`config.mk`:
```
export PLATFORM = sky130hd
export DESIGN_NAME = decode_stage
export DESIGN_NICKNAME = d
export VERILOG_FILES = /design/src/rtl/decode_stage.sv
export SDC_FILE = /design/constraint.sdc
export NUM_CORES = 1
export LEC_CHECK = 0
export ABC_AREA = 1
export CORE_AREA = 2 2 116 107
export CTS_BUF_LIST = sky130_fd_sc_hd__clkbuf_4
export DETAILED_ROUTE_END_ITERATION = 10
export DIE_AREA = 0 0 118 109
export PLACE_DENSITY = 0.85
export SLEW_MARGIN = 40
export SYNTH_ARGS = -nofsm -noshare
export SYNTH_HDL_FRONTEND = slang
export SYNTH_SLANG_ARGS = --single-unit
```
`constraint.sdc`:
```
create_clock -name i_clk -period 1.99 [get_ports i_clk]
set_input_delay 0.398 -clock i_clk [delete_from_list [all_inputs] [get_ports i_clk]]
set_output_delay 0.398 -clock i_clk [all_outputs]
set_load 0.02 [all_outputs]
```
`src/rtl/decode_stage.sv`:
```
// RV32I/E(+M) decode stage with a one-entry output register, load-use hazard stall,
// illegal-instruction detection and a saturating illegal counter.
//  state | meaning
//  EMPTY | no decoded instruction held, o_out_valid = 0
//  FULL  | decoded instruction held, o_out_valid = 1
module decode_stage #(
   parameter int RV32E = 0,
   parameter int EN_M  = 0,
   parameter int CNT_W = 16
) (
   input  logic             i_clk,
   input  logic             i_rst_n,
   input  logic             i_in_valid,
   output logic             o_in_ready,
   input  logic [31:0]      i_in_inst,
   input  logic [31:0]      i_in_pc,
   input  logic             i_flush,
   output logic             o_out_valid,
   input  logic             i_out_ready,
   output logic [31:0]      o_out_pc,
   output logic [4:0]       o_rs1,
   output logic [4:0]       o_rs2,
   output logic [4:0]       o_rd,
   output logic [4:0]       o_alu_ctrl,
   output logic             o_reg_w_ctrl,
   output logic             o_alu_dataB_sel,
   output logic             o_pc_add_sel,
   output logic             o_reg_w_data_sel,
   output logic             o_mem_read_ctrl,
   output logic             o_mem_write_ctrl,
   output logic [1:0]       o_jal_or_jalrF,
   output logic [1:0]       o_alu_op,
   output logic [31:0]      o_imm_exten,
   output logic             o_illegal,
   output logic [CNT_W-1:0] o_illegal_cnt
);

   localparam logic [6:0] OPC_LUI    = 7'b0110111;
   localparam logic [6:0] OPC_AUIPC  = 7'b0010111;
   localparam logic [6:0] OPC_JAL    = 7'b1101111;
   localparam logic [6:0] OPC_JALR   = 7'b1100111;
   localparam logic [6:0] OPC_BRANCH = 7'b1100011;
   localparam logic [6:0] OPC_LOAD   = 7'b0000011;
   localparam logic [6:0] OPC_STORE  = 7'b0100011;
   localparam logic [6:0] OPC_OPIMM  = 7'b0010011;
   localparam logic [6:0] OPC_OP     = 7'b0110011;

   typedef enum logic {EMPTY = 1'b0, FULL = 1'b1} state_t;

   state_t           r_state;
   logic [4:0]       r_rs1, r_rs2, r_rd, r_alu_ctrl;
   logic             r_reg_w, r_datab, r_pc_add, r_wdata_sel, r_mem_rd, r_mem_wr, r_illegal;
   logic [1:0]       r_jal, r_alu_op;
   logic [31:0]      r_pc, r_imm;
   logic [CNT_W-1:0] r_cnt;

   logic [6:0]  w_opc, w_f7;
   logic [2:0]  w_f3;
   logic [4:0]  w_rs1, w_rs2, w_rd, w_alu_ctrl;
   logic        w_uses_rs1, w_uses_rs2, w_uses_rd, w_known, w_bad_fn, w_is_m, w_bad_reg;
   logic        w_illegal, w_reg_w, w_datab, w_pc_add, w_wdata_sel, w_mem_rd, w_mem_wr;
   logic [1:0]  w_jal, w_alu_op;
   logic [31:0] w_imm;
   logic        w_out_valid, w_hazard, w_in_ready, w_xfer;

   function automatic logic [4:0] base_alu(input logic [2:0] f3);
      case (f3)
         3'b000:  base_alu = 5'd0;
         3'b001:  base_alu = 5'd2;
         3'b010:  base_alu = 5'd3;
         3'b011:  base_alu = 5'd4;
         3'b100:  base_alu = 5'd5;
         3'b101:  base_alu = 5'd6;
         3'b110:  base_alu = 5'd8;
         default: base_alu = 5'd9;
      endcase
   endfunction

   assign w_opc = i_in_inst[6:0];
   assign w_rd  = i_in_inst[11:7];
   assign w_f3  = i_in_inst[14:12];
   assign w_rs1 = i_in_inst[19:15];
   assign w_rs2 = i_in_inst[24:20];
   assign w_f7  = i_in_inst[31:25];

   assign w_uses_rs1 = !(w_opc == OPC_LUI || w_opc == OPC_AUIPC || w_opc == OPC_JAL);
   assign w_uses_rs2 = (w_opc == OPC_OP || w_opc == OPC_STORE || w_opc == OPC_BRANCH);

   always_comb begin
      w_known     = 1'b1;
      w_bad_fn    = 1'b0;
      w_is_m      = 1'b0;
      w_uses_rd   = 1'b0;
      w_alu_ctrl  = 5'd0;
      w_reg_w     = 1'b0;
      w_datab     = 1'b0;
      w_pc_add    = 1'b0;
      w_wdata_sel = 1'b0;
      w_mem_rd    = 1'b0;
      w_mem_wr    = 1'b0;
      w_jal       = 2'd0;
      w_alu_op    = 2'b00;
      w_imm       = 32'd0;
      case (w_opc)
         OPC_LUI, OPC_AUIPC: begin
            w_uses_rd = 1'b1; w_reg_w = 1'b1; w_datab = 1'b1; w_alu_op = 2'b11;
            w_imm = {i_in_inst[31:12], 12'd0};
         end
         OPC_JAL: begin
            w_uses_rd = 1'b1; w_reg_w = 1'b1; w_datab = 1'b1; w_jal = 2'd1;
            w_imm = {{11{i_in_inst[31]}}, i_in_inst[31], i_in_inst[19:12], i_in_inst[20],
                     i_in_inst[30:21], 1'b0};
         end
         OPC_JALR: begin
            w_uses_rd = 1'b1; w_reg_w = 1'b1; w_datab = 1'b1; w_jal = 2'd2; w_pc_add = 1'b1;
            w_imm = {{20{i_in_inst[31]}}, i_in_inst[31:20]};
            w_bad_fn = (w_f3 != 3'b000);
         end
         OPC_BRANCH: begin
            w_alu_op = 2'b01;
            w_imm = {{19{i_in_inst[31]}}, i_in_inst[31], i_in_inst[7], i_in_inst[30:25],
                     i_in_inst[11:8], 1'b0};
            w_alu_ctrl = (w_f3[2:1] == 2'b00) ? 5'd1 : (w_f3[1] ? 5'd4 : 5'd3);
            w_bad_fn = (w_f3[2:1] == 2'b01);
         end
         OPC_LOAD: begin
            w_uses_rd = 1'b1; w_reg_w = 1'b1; w_datab = 1'b1; w_mem_rd = 1'b1; w_wdata_sel = 1'b1;
            w_imm = {{20{i_in_inst[31]}}, i_in_inst[31:20]};
            w_bad_fn = (w_f3 == 3'b011) || (w_f3[2:1] == 2'b11);
         end
         OPC_STORE: begin
            w_datab = 1'b1; w_mem_wr = 1'b1;
            w_imm = {{20{i_in_inst[31]}}, i_in_inst[31:25], i_in_inst[11:7]};
            w_bad_fn = w_f3[2] || (w_f3[1:0] == 2'b11);
         end
         OPC_OPIMM: begin
            w_uses_rd = 1'b1; w_reg_w = 1'b1; w_datab = 1'b1; w_alu_op = 2'b10;
            w_imm = {{20{i_in_inst[31]}}, i_in_inst[31:20]};
            w_alu_ctrl = base_alu(w_f3);
            // shift-immediates reuse the funct7 field as a qualifier
            if (w_f3 == 3'b001) w_bad_fn = (w_f7 != 7'b0000000);
            if (w_f3 == 3'b101) begin
               if (w_f7 == 7'b0100000) w_alu_ctrl = 5'd7;
               else w_bad_fn = (w_f7 != 7'b0000000);
            end
         end
         OPC_OP: begin
            w_uses_rd = 1'b1; w_reg_w = 1'b1; w_alu_op = 2'b10;
            if (w_f7 == 7'b0000001) begin
               w_is_m = 1'b1; w_alu_ctrl = {2'b10, w_f3};
            end else if (w_f7 == 7'b0000000) begin
               w_alu_ctrl = base_alu(w_f3);
            end else if (w_f7 == 7'b0100000 && w_f3 == 3'b000) begin
               w_alu_ctrl = 5'd1;
            end else if (w_f7 == 7'b0100000 && w_f3 == 3'b101) begin
               w_alu_ctrl = 5'd7;
            end else begin
               w_bad_fn = 1'b1;
            end
         end
         default: w_known = 1'b0;
      endcase
   end

   assign w_bad_reg = (RV32E != 0) && ((w_uses_rd && w_rd[4]) || (w_uses_rs1 && w_rs1[4]) ||
                                       (w_uses_rs2 && w_rs2[4]));
   assign w_illegal = !w_known || w_bad_fn || (w_is_m && (EN_M == 0)) || w_bad_reg ||
                      (i_in_inst[1:0] != 2'b11);

   assign w_out_valid = (r_state == FULL);
   // r_mem_rd is already cleared for illegal loads, so they never stall
   assign w_hazard = w_out_valid && r_mem_rd && (r_rd != 5'd0) &&
                     ((w_uses_rs1 && (w_rs1 == r_rd)) || (w_uses_rs2 && (w_rs2 == r_rd)));
   assign w_in_ready = i_rst_n && !i_flush && (!w_out_valid || i_out_ready) && !w_hazard;
   assign w_xfer     = i_in_valid && w_in_ready;

   always_ff @(posedge i_clk or negedge i_rst_n) begin
      if (!i_rst_n) begin
         r_state <= EMPTY;
         r_pc <= '0; r_rs1 <= '0; r_rs2 <= '0; r_rd <= '0; r_alu_ctrl <= '0;
         r_reg_w <= 1'b0; r_datab <= 1'b0; r_pc_add <= 1'b0; r_wdata_sel <= 1'b0;
         r_mem_rd <= 1'b0; r_mem_wr <= 1'b0; r_jal <= '0; r_alu_op <= '0;
         r_imm <= '0; r_illegal <= 1'b0; r_cnt <= '0;
      end else if (i_flush) begin
         r_state <= EMPTY;
      end else if (w_xfer) begin
         r_state     <= FULL;
         r_pc        <= i_in_pc;
         r_rs1       <= w_rs1;
         r_rs2       <= w_rs2;
         r_rd        <= w_rd;
         r_alu_ctrl  <= w_alu_ctrl;
         r_datab     <= w_datab;
         r_pc_add    <= w_pc_add;
         r_wdata_sel <= w_wdata_sel;
         r_alu_op    <= w_alu_op;
         r_imm       <= w_imm;
         r_illegal   <= w_illegal;
         r_reg_w     <= w_reg_w && !w_illegal;
         r_mem_rd    <= w_mem_rd && !w_illegal;
         r_mem_wr    <= w_mem_wr && !w_illegal;
         r_jal       <= w_illegal ? 2'd0 : w_jal;
         if (w_illegal && (r_cnt != '1)) r_cnt <= r_cnt + CNT_W'(1);
      end else if (r_state == FULL && i_out_ready) begin
         r_state <= EMPTY;
      end
   end

   assign o_in_ready       = w_in_ready;
   assign o_out_valid      = w_out_valid;
   assign o_out_pc         = r_pc;
   assign o_rs1            = r_rs1;
   assign o_rs2            = r_rs2;
   assign o_rd             = r_rd;
   assign o_alu_ctrl       = r_alu_ctrl;
   assign o_reg_w_ctrl     = r_reg_w;
   assign o_alu_dataB_sel  = r_datab;
   assign o_pc_add_sel     = r_pc_add;
   assign o_reg_w_data_sel = r_wdata_sel;
   assign o_mem_read_ctrl  = r_mem_rd;
   assign o_mem_write_ctrl = r_mem_wr;
   assign o_jal_or_jalrF   = r_jal;
   assign o_alu_op         = r_alu_op;
   assign o_imm_exten      = r_imm;
   assign o_illegal        = r_illegal;
   assign o_illegal_cnt    = r_cnt;

endmodule

```
==> impl_results.md <==
* Largest net degree at the start of global routing at 66
* GRT Total Usage at 0.255
* Lkg Pwr at about 0.0045 uW
* CP max stage cell: clkdlybuf4s50_1
* Minimum clock period at 2.25 ns
* Buffer depth of the longest clock path at 2
* Clk_lat worst skew at 0.46 ns
* Num CTS Buffers at 9
* Arrival time at the worst endpoint at ~1.9 ns
* Die width at 118 microns
* Crit start category: input pin
* Max-slew headroom at 0.574
* # rows at 38
* R2r startpoint: o_rd[0]$_DFFE_PN0P_
* FF+latch count, synth at 112
* Seq/Total Area, Yosys at 0.510
* Most frequent CP cell: inv_2
* Number of unique standard cell types used by synthesis at 31
* Pre-Repair DR Iteration Count at 5
* Die Footprint at 12900 sq um
* Max Fclk at 445 MHz
* Hold Path Class: input pin to asynchronous set/reset pin
* Crit path kind: input pin to output pin
* VDD IR max at 422 uV
* Register area at 2810 sq um
* DRT iter0 DRCs at ~450
* Placer Congestion at 0.910
* Setup violators final at 1
* Critical R2R Capture: o_rs2[4]$_DFFE_PN0P_
* First-pass GRT wire length at 26000 microns
* Multi-input gate area at 2420 sq um
* Htree depth at 3
* Area leader, netlist: dfrtp_1
* Share of the clock period used by the worst path at 1.13
* Syn. warnings at 0
* Crit Path Max Fanout at 2
* Violated checks: negative setup slack
* Setup ws final at -0.259 ns
* Max Slew Vio Count at 0
* Syn_nets at about 800
* CP Data Required Time at 1.59 ns
* Ant diodes at 0
* Layout cells sized above 1 at 0.156
* Max-cap violations at 0
* Antenna violations before repair at 0
* Worst Skew at 0.00582 ns
* Synth Area per Inst at 7.68 sq um
* P&R area growth vs syn at 52.5%
* Pwr dens at 636 nW/um^2
* Initial Utilization at 0.468
* PortBufs at 181
* Unrepaired setup endpoints after global routing: true
* Routed WL at 16600 microns
* TNS Setup at -0.259 ns
* Setup crit end kind: output pin
* Core box area at 11700 sq um
* Clock transition at path regs at ~0.17 ns
* Slew @ Worst Pin at 0.639 ns
* R2r setup slk at 0.08 ns
* Slowest Stage Delay on Critical Path at 0.49 ns
* Yosys top cell area share at 0.510
* Wire per inst at 14.5 microns
* DRC at 0
* Synth Cell Area at 5500 sq um
* Die H at ~110 microns
* Routed Antenna Nets at 0
* CTS tree: yes
* DR vias at 5690
* Grt ovf at 0
* Vias per Instance at 4.98
* Final nets at 1048
* Final hold violations at 0
* Outcome: finished with violations
* Worst path cell trace: clkdlybuf4s50_1, inv_2, nand2_1, inv_2, nand2_1, nand2_2, inv_2, nand3_1, nand2_2, nand2_2, nand2_4, inv_2, buf_6
* Cts hold-fix bufs at 0
* Num ports at ~180
* Post-DP HPWL at 12300 microns
* Root buffer cell: clkbuf_4
* Cells after Synth at 716
* Clock sink count at 112
* R2R depth at 12
* Final Core Density at 0.714
* Vias in the first global route at 5192
* Fillers at 959
* Ranking of synthesized cells by area: dfrtp_1 51%, nand2_1 23%, nand3_1 4.6%
synth_stat cells, drive strengths merged:
| library cell | n |
|---|---|
| a21oi | 8 |
| nor2 | 37 |
| nor4 | 1 |
| inv | 50 |
| o211ai | 2 |
| a21boi | 1 |
| nand3b | 2 |
| nor3 | 4 |
| o22ai | 5 |
| nor3b | 1 |
| nand3 | 51 |
| clkbuf | 4 |
| buf | 21 |
| ha | 1 |
| o21ai | 46 |
| nand4 | 7 |
| a22oi | 1 |
| nand2 | 344 |
| o31ai | 1 |
| xnor2 | 10 |
| dfrtp | 112 |
| xor2 | 7 |
placed cells by master (no fill, tap or decap), types with 3 or more instances in the layout:
cell / instances
inv_2: 8
dlygate4sd2_1: 20
dfrtp_1: 110
o21ai_1: 13
clkbuf_4: 9
nand2_2: 11
nor2_1: 27
nand4_1: 7
clkinvlp_4: 3
o21ai_0: 32
a21oi_1: 5
nor2_4: 4
o22ai_1: 5
xor2_1: 7
xnor2_1: 10
buf_6: 4
clkdlybuf4s50_1: 151
a21oi_2: 3
nand2_1: 331
buf_12: 4
dlymetal6s2s_1: 8
inv_1: 41
nand3_1: 50
nor2_2: 4
buf_4: 84
per-layer routing:
layer,GRT usage,part of all wire,up-vias
met5,0,0,-
met4,0.0628,0.012,0
met3,0.0445,0.063,17
met2,0.426,0.48,214
met1,0.348,0.44,2681
li1,-,-,2778
report_power, final:
group / total (uW) / switching (uW) / internal, uW
clock: 1020 / 766 / 257
combinational: 1630 / 842 / 787
sequential: 2680 / 172 / 2510
stage by stage:
step	hold WS, ns	instance area, sq um	std cells	worst slack (ns)	total power (uW)
global placement	0.452	8080	1119	-0.757	4280
global route	0.144	8380	1142	-0.390	5610
CTS	0.161	8230	1136	-0.213	5350
detailed placement	0.457	8080	1119	-0.739	4330
floorplan	0.102	5500	716	0.121	3390
finish	0.134	8380	1142	-0.259	5330
logic make-up after synthesis:
| kind of cell | count (synthesis) | share of synthesized area |
|---|---|---|
| AOI/OAI and AO/OA | 64 | 0.0617 |
| xor gates and xnor gates | 17 | 0.0271 |
| adders and majority gates | 1 | 0.00228 |
| buffers and inverters | 75 | 0.0599 |
| DFF | 112 | 0.510 |
| and+or+nand+nor | 447 | 0.339 |
worst max-delay path, delay by kind of cell:
kind	cells	cell delay (ns)
and+or+nand+nor	7	0.64
buffers and inverters	6	0.82
sequential cells by signal (all words and copies together), names as in the netlist, 2 cells and up:
register        cells
o_imm_exten        32
o_out_pc           32
o_illegal_cnt      16
o_alu_ctrl          5
o_rd                5
o_rs1               5
o_rs2               5
o_alu_op            2
o_jal_or_jalrF      2
cell type report:
cell class,instances,share of cell area
Multi-Input combinational cell,529,0.289
Clock buffer,9,0.00806
Tap cell,160,0.0239
Clock inverter,6,0.00537
Timing Repair Buffer,276,0.316
Inverter,50,0.0227
Sequential cell,112,0.335
timing repair:
action,4_1_cts,5_1_grt
pin swaps,6,7
gates resized for setup,43,24
gates cloned,0,2
setup endpoints to repair,35,110
buffers inserted,2,4
worst max path at each step:
stage                                   start                  endpoint  slack (ns)  cells after the start
final                            i_in_inst[6]                o_in_ready       -0.26                     13
after global routing      o_rd[0]$_DFFE_PN0P_                o_in_ready       -0.39                     12
after CTS                 o_rd[0]$_DFFE_PN0P_                o_in_ready       -0.21                     12
after detailed placement         i_in_inst[4]                o_in_ready       -0.74                     12
after global placement           i_in_inst[4]                o_in_ready       -0.76                     12
after floorplan                  i_in_inst[3]  o_out_pc[15]$_DFFE_PN0P_        0.12                     16
No activity file was read; power rests on OpenSTA's default activity.
